`config.mk`:
```
export PLATFORM = sky130hd
export DESIGN_NAME = element_delay_tracker
export DESIGN_NICKNAME = d
export VERILOG_FILES = /design/src/rtl/element_delay_tracker.sv
export SDC_FILE = /design/constraint.sdc
export NUM_CORES = 1
export LEC_CHECK = 0
export ABC_AREA = 1
export CAP_MARGIN = 20
export CORE_UTILIZATION = 55
export CTS_BUF_LIST = sky130_fd_sc_hd__clkbuf_16
export DETAILED_ROUTE_END_ITERATION = 10
export GPL_TIMING_DRIVEN = 0
export PLACE_DENSITY = 0.84
export SETUP_SLACK_MARGIN = 0.5
export SLEW_MARGIN = 20
export SYNTH_ARGS = -nofsm -noshare
export SYNTH_HDL_FRONTEND = slang
export SYNTH_SLANG_ARGS = --single-unit
```
`constraint.sdc`:
```
create_clock -name clk -period 7.85 [get_ports clk]
set_input_delay 1.57 -clock clk [delete_from_list [all_inputs] [get_ports clk]]
set_output_delay 1.57 -clock clk [all_outputs]
set_load 0.005 [all_outputs]
```
`src/rtl/element_delay_tracker.sv`:
```
// Per-element delay tracker: turns a stream of signed increment terms K_n into
// integer sample delays d with d_{n+1}^2 = d_n^2 + K_n for both array halves.
// The square root is tracked incrementally: each lane keeps a residual r with
// d^2 + r/2^F equal to the exact value. In each ITER cycle a lane moves d by at
// most one, so no multiplier is needed.
//
// state     | meaning
// ----------+------------------------------------------------------------
// S_IDLE    | waiting for initiate, reference delay latched on initiate
// S_LOAD    | seed both lanes with delay_0, clear residuals and flags
// S_OUT     | delay pair valid, waiting for delay_ack
// S_WAIT_TERM | waiting for term_ready, term pair latched on accept
// S_ACCUM   | add latched terms into the lane residuals
// S_ITER    | one square-root step per lane per cycle until both settle
module element_delay_tracker #(
    parameter int DW_INTEGER  = 18,
    parameter int DW_FRACTION = 6,
    parameter int DW_DELAY    = 13,
    parameter int N_TERMS     = 32
) (
    input  logic                                       clk,
    input  logic                                       rst,
    input  logic                                       initiate,
    input  logic [DW_DELAY-1:0]                        delay_0,
    input  logic signed [DW_INTEGER+DW_FRACTION:0]     term_pos_n,
    input  logic signed [DW_INTEGER+DW_FRACTION:0]     term_neg_n,
    input  logic                                       term_ready,
    output logic                                       term_ack,
    output logic [DW_DELAY-1:0]                        delay_pos,
    output logic [DW_DELAY-1:0]                        delay_neg,
    output logic [5:0]                                 element_idx,
    output logic                                       delay_valid,
    input  logic                                       delay_ack,
    output logic                                       underflow,
    output logic                                       overflow,
    output logic                                       done
);

    localparam int TW = DW_INTEGER + DW_FRACTION + 1;
    localparam int RW = DW_INTEGER + DW_FRACTION + 3;
    localparam logic [DW_DELAY-1:0]  D_MAX    = '1;
    localparam logic [5:0]           IDX_LAST = 6'(N_TERMS);
    // (2d+1)<<F minus (2d-1)<<F
    localparam logic signed [RW-1:0] TWO_F    = RW'(2) << DW_FRACTION;

    typedef enum logic [2:0] {
        S_IDLE,
        S_LOAD,
        S_OUT,
        S_WAIT_TERM,
        S_ACCUM,
        S_ITER
    } state_t;

    state_t state_q, state_nxt;

    logic [DW_DELAY-1:0]  delay_ref_q;
    logic [DW_DELAY-1:0]  d_q     [2];
    logic signed [RW-1:0] r_q     [2];
    logic signed [TW-1:0] term_q  [2];

    logic [DW_DELAY-1:0]  d_nxt   [2];
    logic signed [RW-1:0] r_nxt   [2];
    logic signed [RW-1:0] step_up [2];
    logic signed [RW-1:0] step_dn [2];
    logic [1:0]           settled;
    logic [1:0]           uf_set;
    logic [1:0]           of_set;
    logic                 last_ack;

    assign delay_pos = d_q[0];
    assign delay_neg = d_q[1];

    // State register
    always_ff @(posedge clk or negedge rst) begin
        if (!rst) begin
            state_q <= S_IDLE;
        end else begin
            state_q <= state_nxt;
        end
    end

    // Next-state decode and handshake outputs
    always_comb begin
        state_nxt   = state_q;
        term_ack    = 1'b0;
        delay_valid = 1'b0;
        last_ack    = 1'b0;
        case (state_q)
            S_IDLE: begin
                if (initiate) state_nxt = S_LOAD;
            end
            S_LOAD: begin
                state_nxt = S_OUT;
            end
            S_OUT: begin
                delay_valid = 1'b1;
                if (delay_ack) begin
                    if (element_idx == IDX_LAST) begin
                        last_ack  = 1'b1;
                        state_nxt = S_IDLE;
                    end else begin
                        state_nxt = S_WAIT_TERM;
                    end
                end
            end
            S_WAIT_TERM: begin
                if (term_ready) begin
                    term_ack  = 1'b1;
                    state_nxt = S_ACCUM;
                end
            end
            S_ACCUM: begin
                state_nxt = S_ITER;
            end
            S_ITER: begin
                if (settled == 2'b11) state_nxt = S_OUT;
            end
            default: begin
                state_nxt = S_IDLE;
            end
        endcase
    end

    // One square-root step per lane; clamps count as the settling step
    always_comb begin
        for (int i = 0; i < 2; i++) begin
            step_up[i] = RW'({d_q[i], 1'b1}) << DW_FRACTION;
            step_dn[i] = step_up[i] - TWO_F;
            d_nxt[i]   = d_q[i];
            r_nxt[i]   = r_q[i];
            settled[i] = 1'b0;
            uf_set[i]  = 1'b0;
            of_set[i]  = 1'b0;
            if (r_q[i] >= step_up[i]) begin
                if (d_q[i] == D_MAX) begin
                    r_nxt[i]   = '0;
                    of_set[i]  = 1'b1;
                    settled[i] = 1'b1;
                end else begin
                    r_nxt[i] = r_q[i] - step_up[i];
                    d_nxt[i] = d_q[i] + DW_DELAY'(1);
                end
            end else if (r_q[i][RW-1]) begin
                if (d_q[i] != '0) begin
                    r_nxt[i] = r_q[i] + step_dn[i];
                    d_nxt[i] = d_q[i] - DW_DELAY'(1);
                end else begin
                    r_nxt[i]   = '0;
                    uf_set[i]  = 1'b1;
                    settled[i] = 1'b1;
                end
            end else begin
                settled[i] = 1'b1;
            end
        end
    end

    // Lane datapath, element counter, sticky flags and done pulse
    always_ff @(posedge clk or negedge rst) begin
        if (!rst) begin
            delay_ref_q <= '0;
            element_idx <= '0;
            underflow   <= 1'b0;
            overflow    <= 1'b0;
            done        <= 1'b0;
            for (int i = 0; i < 2; i++) begin
                d_q[i]    <= '0;
                r_q[i]    <= '0;
                term_q[i] <= '0;
            end
        end else begin
            done <= last_ack;
            case (state_q)
                S_IDLE: begin
                    if (initiate) delay_ref_q <= delay_0;
                end
                S_LOAD: begin
                    element_idx <= '0;
                    underflow   <= 1'b0;
                    overflow    <= 1'b0;
                    for (int i = 0; i < 2; i++) begin
                        d_q[i] <= delay_ref_q;
                        r_q[i] <= '0;
                    end
                end
                S_WAIT_TERM: begin
                    if (term_ready) begin
                        term_q[0] <= term_pos_n;
                        term_q[1] <= term_neg_n;
                    end
                end
                S_ACCUM: begin
                    for (int i = 0; i < 2; i++) begin
                        r_q[i] <= r_q[i] + {{(RW-TW){term_q[i][TW-1]}}, term_q[i]};
                    end
                end
                S_ITER: begin
                    for (int i = 0; i < 2; i++) begin
                        d_q[i] <= d_nxt[i];
                        r_q[i] <= r_nxt[i];
                    end
                    if (uf_set != 2'b00) underflow <= 1'b1;
                    if (of_set != 2'b00) overflow  <= 1'b1;
                    if (settled == 2'b11) element_idx <= element_idx + 6'd1;
                end
                default: begin
                end
            endcase
        end
    end

endmodule

```
==> summary.md, run 1 <==
| Metric | Value |
|---|---|
| Status | finished clean |
| Clk Latency, worst-skew pair | ~0.44 ns |
| CP endpoint kind | output pin |
| Register bit total from synthesis | 155 |
| Final setup viols | 0 |
| DRC Markers | 0 |
| CTS H-Tree Depth | 4 |
| Top cells by area, synth | dfrtp_1, nand2_1, ha_1 |
| Cell Area, Placed | 17500 sq um |
| Slew of the pin with the lowest slew margin | roughly 0.94 ns |
| Area growth from synthesis to final layout | 13.2% |
| Number of global-route vias before repair | approximately 17000 |
| Pre-CTS setup slack | 2.65 ns |
| Worst slew margin | 0.371 |
| Mapped Cells | approximately 2400 |
| Clk_skew | roughly 0.014 ns |
| Post-Route WL | about 54 mm |
| 1st-iter DRT viols | approximately 1600 |
| Synth top area share | 0.244 |
| Core ar. | roughly 28000 sq um |
| Ant diodes | 0 |
| Worst setup margin | 2.67 ns |
| IO Pins | roughly 110 |
| Sequential area share after synthesis | 0.244 |
| Max Transition Viols Final | 0 |
| Nets@finish | roughly 2800 |
| Worst EP required | about 6.3 ns |
| Postcts setup bufs | 0 |
| Maximum vdd drop | 0.247 mV |
| Gr usage total | 0.373 |
| Gpl congestion | ~1 |
| FMAX | between 150 and 200 MHz |
| Yosys warns | 0 |
| CP Class | input pin to output pin |
| Crit start category | input pin |
| DRT antenna net count | 0 |
| RSZ-0062 raised after global routing | no |
| Pwr/cell area | 493 nW/um^2 |
| TritonCTS clock tree | yes |
| Initial antenna violation count | 0 |
| Initial core utilization | 0.567 |
| Dpl hpwl | 43.3 mm |
| Critical Path Start | term_ready |
| Largest net degree at the start of global routing | slightly above 80 |
| FF+latch area | a little under 4000 sq um |
| Max FO, Critical Path | 10 |
| DR vias/cell | a little under 6 |
| Worst hold path startpoint | term_q[0] |
| Design Area, Final | ~18000 sq um |
| First-pass GRT wire length | roughly 85 mm |
| Total grt overflow | 0 |
| CTS-repair resized insts | 0 |
| Async SR Flop Fraction | 1.00 |
| R2r startpoint | delay_neg[0] |
| IO Port Bufs | 104 |
| 1st-pass router iterations | 6 |
| Syn Std Cell Area | between 15000 and 20000 sq um |
| Hold Fails Final Rpt | 0 |
| Total CTS buffers | 17 |
| Synthesized Nets | about 2700 |
| Clk buf depth | 2 |
| Via count | ~17000 |
| Leakage power | 9.25 nW |
| Layout cell share with drive strength beyond 1 | 0.0493 |
| Area of the die | between 20000 and 30000 sq um |
| Ys flop type | dfrtp_1 |
| Die Wd | between 150 and 200 um |
| Sink Count | ~160 |
| Post-synth EDFFs | 0 |
| Clock-pin slew on the worst setup and hold paths | roughly 0.060 ns |
| Routed WL per cell | about 18 um |
| Num rows | 61 |
| Root Driver | clkbuf_16 |
| Post-synthesis cell type count | 53 |
| MaxCap Viol Count | 0 |
| Dominant cell type by area after synthesis | dfrtp_1 |
| Post-Syn Area per Cell | 6.53 sq um |
| Fin crit share | 0.659 |
| Hold buffer count at CTS | 0 |
| WP data arrival | 3.61 ns |
| Area of the multi-input gates | about 11000 sq um |
| Die H | approximately 170 um |
| Worst hold path class | flop to flop |
| Final min period | approximately 5.2 ns |
| Fillcell total | 2700 |
==> area by class of cell <==
class                           instances  area share
Multi-Input combinational cell       1999       0.605
Buffer                                 43      0.0121
Tap cell                              378      0.0262
Inverter                              241      0.0502
Sequential cell                       155       0.215
Clock buffer                           17      0.0236
Timing Repair Buffer                  105      0.0596
Clock inverter                         14     0.00757
==> metrics by stage <==
step                      hold WS, ns  cells  TNS [ns]  total power, mW  utilization
final                           0.494   2952         0             8.88        0.642
after global routing            0.513   2952         0             9.68        0.642
after CTS                       0.494   2952         0             8.71        0.642
after detailed placement        0.479   2921         0             7.85        0.622
after global placement          0.462   2920   -148.55             7.74        0.621
after floorplan                 0.446   2438         0             6.01            -
==> cell usage after synthesis, types with 5 or more instances <==
master and number:
nor2_1 218, nor3_1 41, inv_1 230, nand3_1 208
fa_1 6, nand2_1 695, buf_2 13, dfrtp_1 155
o211ai_1 10, o31ai_1 7, nor4_1 6, buf_4 5
nand4_1 58, nand2_2 8, a31oi_1 8, mux2_2 9
o21bai_1 13, or2_2 19, ha_1 147, a21oi_2 8
o21ai_1 20, clkbuf_1 21, xnor2_1 12, nand3b_1 10
a21o_1 26, xor2_1 56, o21ai_0 161, a21oi_1 206
o21a_1 10, inv_2 9
==> layout by cell type (no fill, tap or decap), types with 17 or more instances in the layout <==
cell type | netlist | layout
ha_1 | 147 | 147
nor3_1 | 41 | 41
or2_2 | 19 | 19
nor2_1 | 218 | 218
o21ai_1 | 20 | 20
o21ai_0 | 161 | 161
nand4_1 | 58 | 58
clkbuf_16 | 0 | 17
a21o_1 | 26 | 26
nand3_1 | 208 | 208
xor2_1 | 56 | 56
clkdlybuf4s50_1 | 0 | 103
a21oi_1 | 206 | 206
nand2_1 | 695 | 695
inv_1 | 230 | 230
clkbuf_1 | 21 | 21
dfrtp_1 | 155 | 155
==> power by group <==
| group | total [mW] | switching, mW | internal [mW] |
|---|---|---|---|
| Combinational | 6.44 | 4.24 | 2.20 |
| Sequential | 1.63 | 0.501 | 1.13 |
| Clock | 0.815 | 0.373 | 0.442 |
| Total | 8.88 | 5.12 | 3.77 |
==> worst max-delay path: stages <==
cell and delay, ns:
clkdlybuf4s50_1 0.45, inv_1 0.07, nor2_1 0.54, clkbuf_1 0.38, clkdlybuf4s50_1 0.58
==> final timing paths <==
path | to | slack, ns | depth (start not counted)
max | term_ack | 2.67 | 5
min | term_q[0] | 0.49 | 2
max reg2reg | delay_neg[5] | 3.31 | 18
min reg2reg | term_q[0] | 0.49 | 2
max in group asynchronous | delay_pos[0] | 5.95 | 2
min in group asynchronous | term_q[21] | 1.09 | 1
==> registers in the layout, indices dropped and copies added, names as in the netlist <==
signal and flops:
element_idx 6, done 1, delay_neg 13, term_q 50
delay_ref_q 13, r_q 54, state_q 3, delay_pos 13
overflow 1, underflow 1
==> per-layer routing <==
| layer | global-route usage | vias up | wire length, um |
|---|---|---|---|
| li1 | - | 8447 | - |
| met1 | 0.463 | 8062 | 22400 |
| met2 | 0.621 | 748 | 25100 |
| met3 | 0.0602 | 185 | 3810 |
| met4 | 0.194 | 0 | 2700 |
| met5 | 0 | - | 0 |
==> kinds of logic after synthesis <==
family / synth area share
fa+ha+maj: 0.123
mux: 0.00637
simple gates: 0.353
compound gates: 0.165
buf+inv: 0.0706
flops: 0.244
xor+xnor: 0.0374
No activity file was read; power rests on OpenSTA's default activity.
==> run 2, diff against run 1 <==
==> constraint.sdc (replaced) <==
create_clock -name clk -period 4.9 [get_ports clk]
set_input_delay 0.98 -clock clk [delete_from_list [all_inputs] [get_ports clk]]
set_output_delay 0.98 -clock clk [all_outputs]
set_load 0.005 [all_outputs]
==> summary.md, run 2 (synthesis gave the netlist of run 1 again) <==
| Metric | Value |
|---|---|
| Power, Total | 14.3 mW (+61%) |
| Max reg flops | 54 (unchanged) |
| Gr usage total | 0.373 (unchanged) |
| Clk_skew | 0.0149 ns (+0.00125 ns) |
| Clk buf depth | 2 (unchanged) |
| FMAX | ~240 MHz |
| DRC Markers | 0 (unchanged) |
| Initial core utilization | 0.567 (unchanged) |
| RSZ-0062 raised after global routing | no |
| Nets@finish | 2789 (+0.22%) |
| CP endpoint kind | flop |
| Clock-pin slew on the worst setup and hold paths | 0.07 ns (about the same) |
| Max Transition Viols Final | 0 (unchanged) |
| WP data arrival | 4.45 ns (+0.84 ns) |
| Biggest register | r_q |
| Largest net degree at the start of global routing | 82 (unchanged) |
| Maximum vdd drop | 0.396 mV (+60%) |
| First-pass GRT wire length | 85.2 mm (unchanged) |
| Worst slew margin | 0.400 (+0.0290) |
| Die H | 172 um (unchanged) |
| Worst hold path class | flop to flop |
| Core ar. | 28100 sq um (unchanged) |
| Via count | 17500 (+0.24%) |
| Max FO, Critical Path | 20 (+10) |
| TritonCTS clock tree | yes |
| Layout cell share with drive strength beyond 1 | 0.0543 (+0.00492) |
| Initial antenna violation count | 0 (unchanged) |
| Total CTS buffers | 17 (unchanged) |
| Slew of the pin with the lowest slew margin | 0.893 ns (-0.0431 ns) |
| IO Port Bufs | 104 (unchanged) |
| Pwr/cell area | 792 nW/um^2 (+61%) |
| Post-Route WL | 53.9 mm (about the same) |
| Ant diodes | 0 (unchanged) |
| Hold Fails Final Rpt | 0 (unchanged) |
| Top Registers | r_q x54, term_q x50 |
| Final setup viols | 0 (unchanged) |
| Dpl hpwl | 43.3 mm (unchanged) |
| Cell Count, Final, Fillers Out | 2958 (+0.20%) |
| Routed WL per cell | 18.2 um (-0.18%) |
| Crit start category | flop |
| Total grt overflow | 0 (unchanged) |
| Die Wd | 172 um (unchanged) |
| Final TNS setup | 0 ns (unchanged) |
| 1st-iter DRT viols | 1609 (-1.5%) |
| Worst EP required | 5.22 ns (-1.06 ns) |
| Status | finished clean |
| Commonest non-fill, non-tap cells in the layout | nand2_1, inv_1, nor2_1, nand3_1, a21oi_1 |
| Placed insts | 2921 (unchanged) |
| DRT antenna net count | 0 (unchanged) |
| CTS H-Tree Depth | 4 (unchanged) |
| 1st-pass router iterations | 6 (unchanged) |
| CP Class | flop to flop |
| Num rows | 61 (unchanged) |
| DR vias/cell | 5.91 (about the same) |
| Pre-CTS setup slack | 0.553 ns (-2.10 ns) |
| Gpl congestion | 1.00 (unchanged) |
| Area of the die | 29600 sq um (unchanged) |
| Most common cell after layout, fill and taps aside | nand2_1 |
| MaxCap Viol Count | 0 (unchanged) |
| IO Pins | 105 (unchanged) |
| Sink Count | 155 (unchanged) |
| WHS | 0.492 ns (-0.00119 ns) |
| Leakage power | 9.27 nW (+0.31%) |
| Number of global-route vias before repair | 16700 (unchanged) |
| Final min period | just over 4 ns |
| Root Driver | clkbuf_16 |
| Clk Latency, worst-skew pair | 0.45 ns (about the same) |
| Fin crit share | 0.844 |
| Area growth from synthesis to final layout | 13.7% |
| Worst setup margin | 0.766 ns (-1.91 ns) |
-- run 2: changes by cell type in the layout (fill, tap and decap cells not counted), sizes merged --
cell,change
clkbuf,+1
buf,+5
inv,-1
clkinvlp,+1
-- run 2: layer usage --
metal  GRT usage  vias up  wire (um)
met1       0.463     8051      22100
met3      0.0602      183       4010
met4       0.194        0       2660
met5           0        -          0
met2       0.621      800      25100
li1            -     8450          -
-- run 2: final cells by class --
| class | instances | area (sq um) |
|---|---|---|
| Buffer | 43 | 223 |
| Clock buffer | 17 | 425 |
| Clock inverter | 14 | 136 |
| Fill cell | 2689 | 9990 |
| Inverter | 241 | 908 |
| Multi-Input combinational cell | 1999 | 10900 |
| Sequential cell | 155 | 3880 |
| Tap cell | 378 | 473 |
| Timing Repair Buffer | 111 | 1120 |
-- run 2: power breakdown --
part           internal, mW  switching (mW)
clock network         0.707           0.598
logic                  3.58            6.85
registers              1.81           0.785
-- run 2: repair_timing --
| action | CTS | global route |
|---|---|---|
| endpoints found under the setup margin | 0 | 18 |
| hold buffers | 0 | 0 |
| setup buffers | 0 | 6 |
| gates resized for setup | 0 | 10 |
-- run 2: metrics by stage --
stage / utilization / instance area (sq um)
2_1_floorplan: - / 15900
3_3_place_gp: 0.621 / 17400
3_5_place_dp: 0.622 / 17500
4_1_cts: 0.642 / 18000
5_1_grt: 0.644 / 18100
6_report: 0.644 / 18100
-- run 2: path summary, 6_finish.rpt --
check	startpoint	end	slack (ns)	cells after the start
setup / recovery	delay_pos[12]	delay_pos[10]	0.77	25
max in group asynchronous	rst	delay_pos[0]	3.57	2
hold reg to reg	term_q[13]	term_q[13]	0.49	2
hold / removal	term_q[13]	term_q[13]	0.49	2
min in group asynchronous	rst	term_q[21]	0.50	1
setup reg to reg	delay_pos[12]	delay_pos[10]	0.77	25
-- run 2: worst max-delay path, cell delays in order (launching register included) --
cell      delay, ns
dfrtp_1        0.39
clkbuf_2       0.22
inv_1          0.12
ha_1           0.43
nand2_1        0.12
nor2_1         0.16
nand2_1        0.09
nor2_1         0.17
nor2_1         0.07
nand2_1        0.07
nand2_2        0.10
nand2_2        0.14
inv_1          0.09
clkbuf_4       0.27
ha_1           0.38
inv_1          0.13
o31ai_4        0.31
nand2_1        0.08
nand2_1        0.11
nand2_1        0.06
nand2_1        0.07
a21oi_1        0.06
o21ai_0        0.13
o21ai_0        0.11
nand2_1        0.07
o21ai_1        0.06
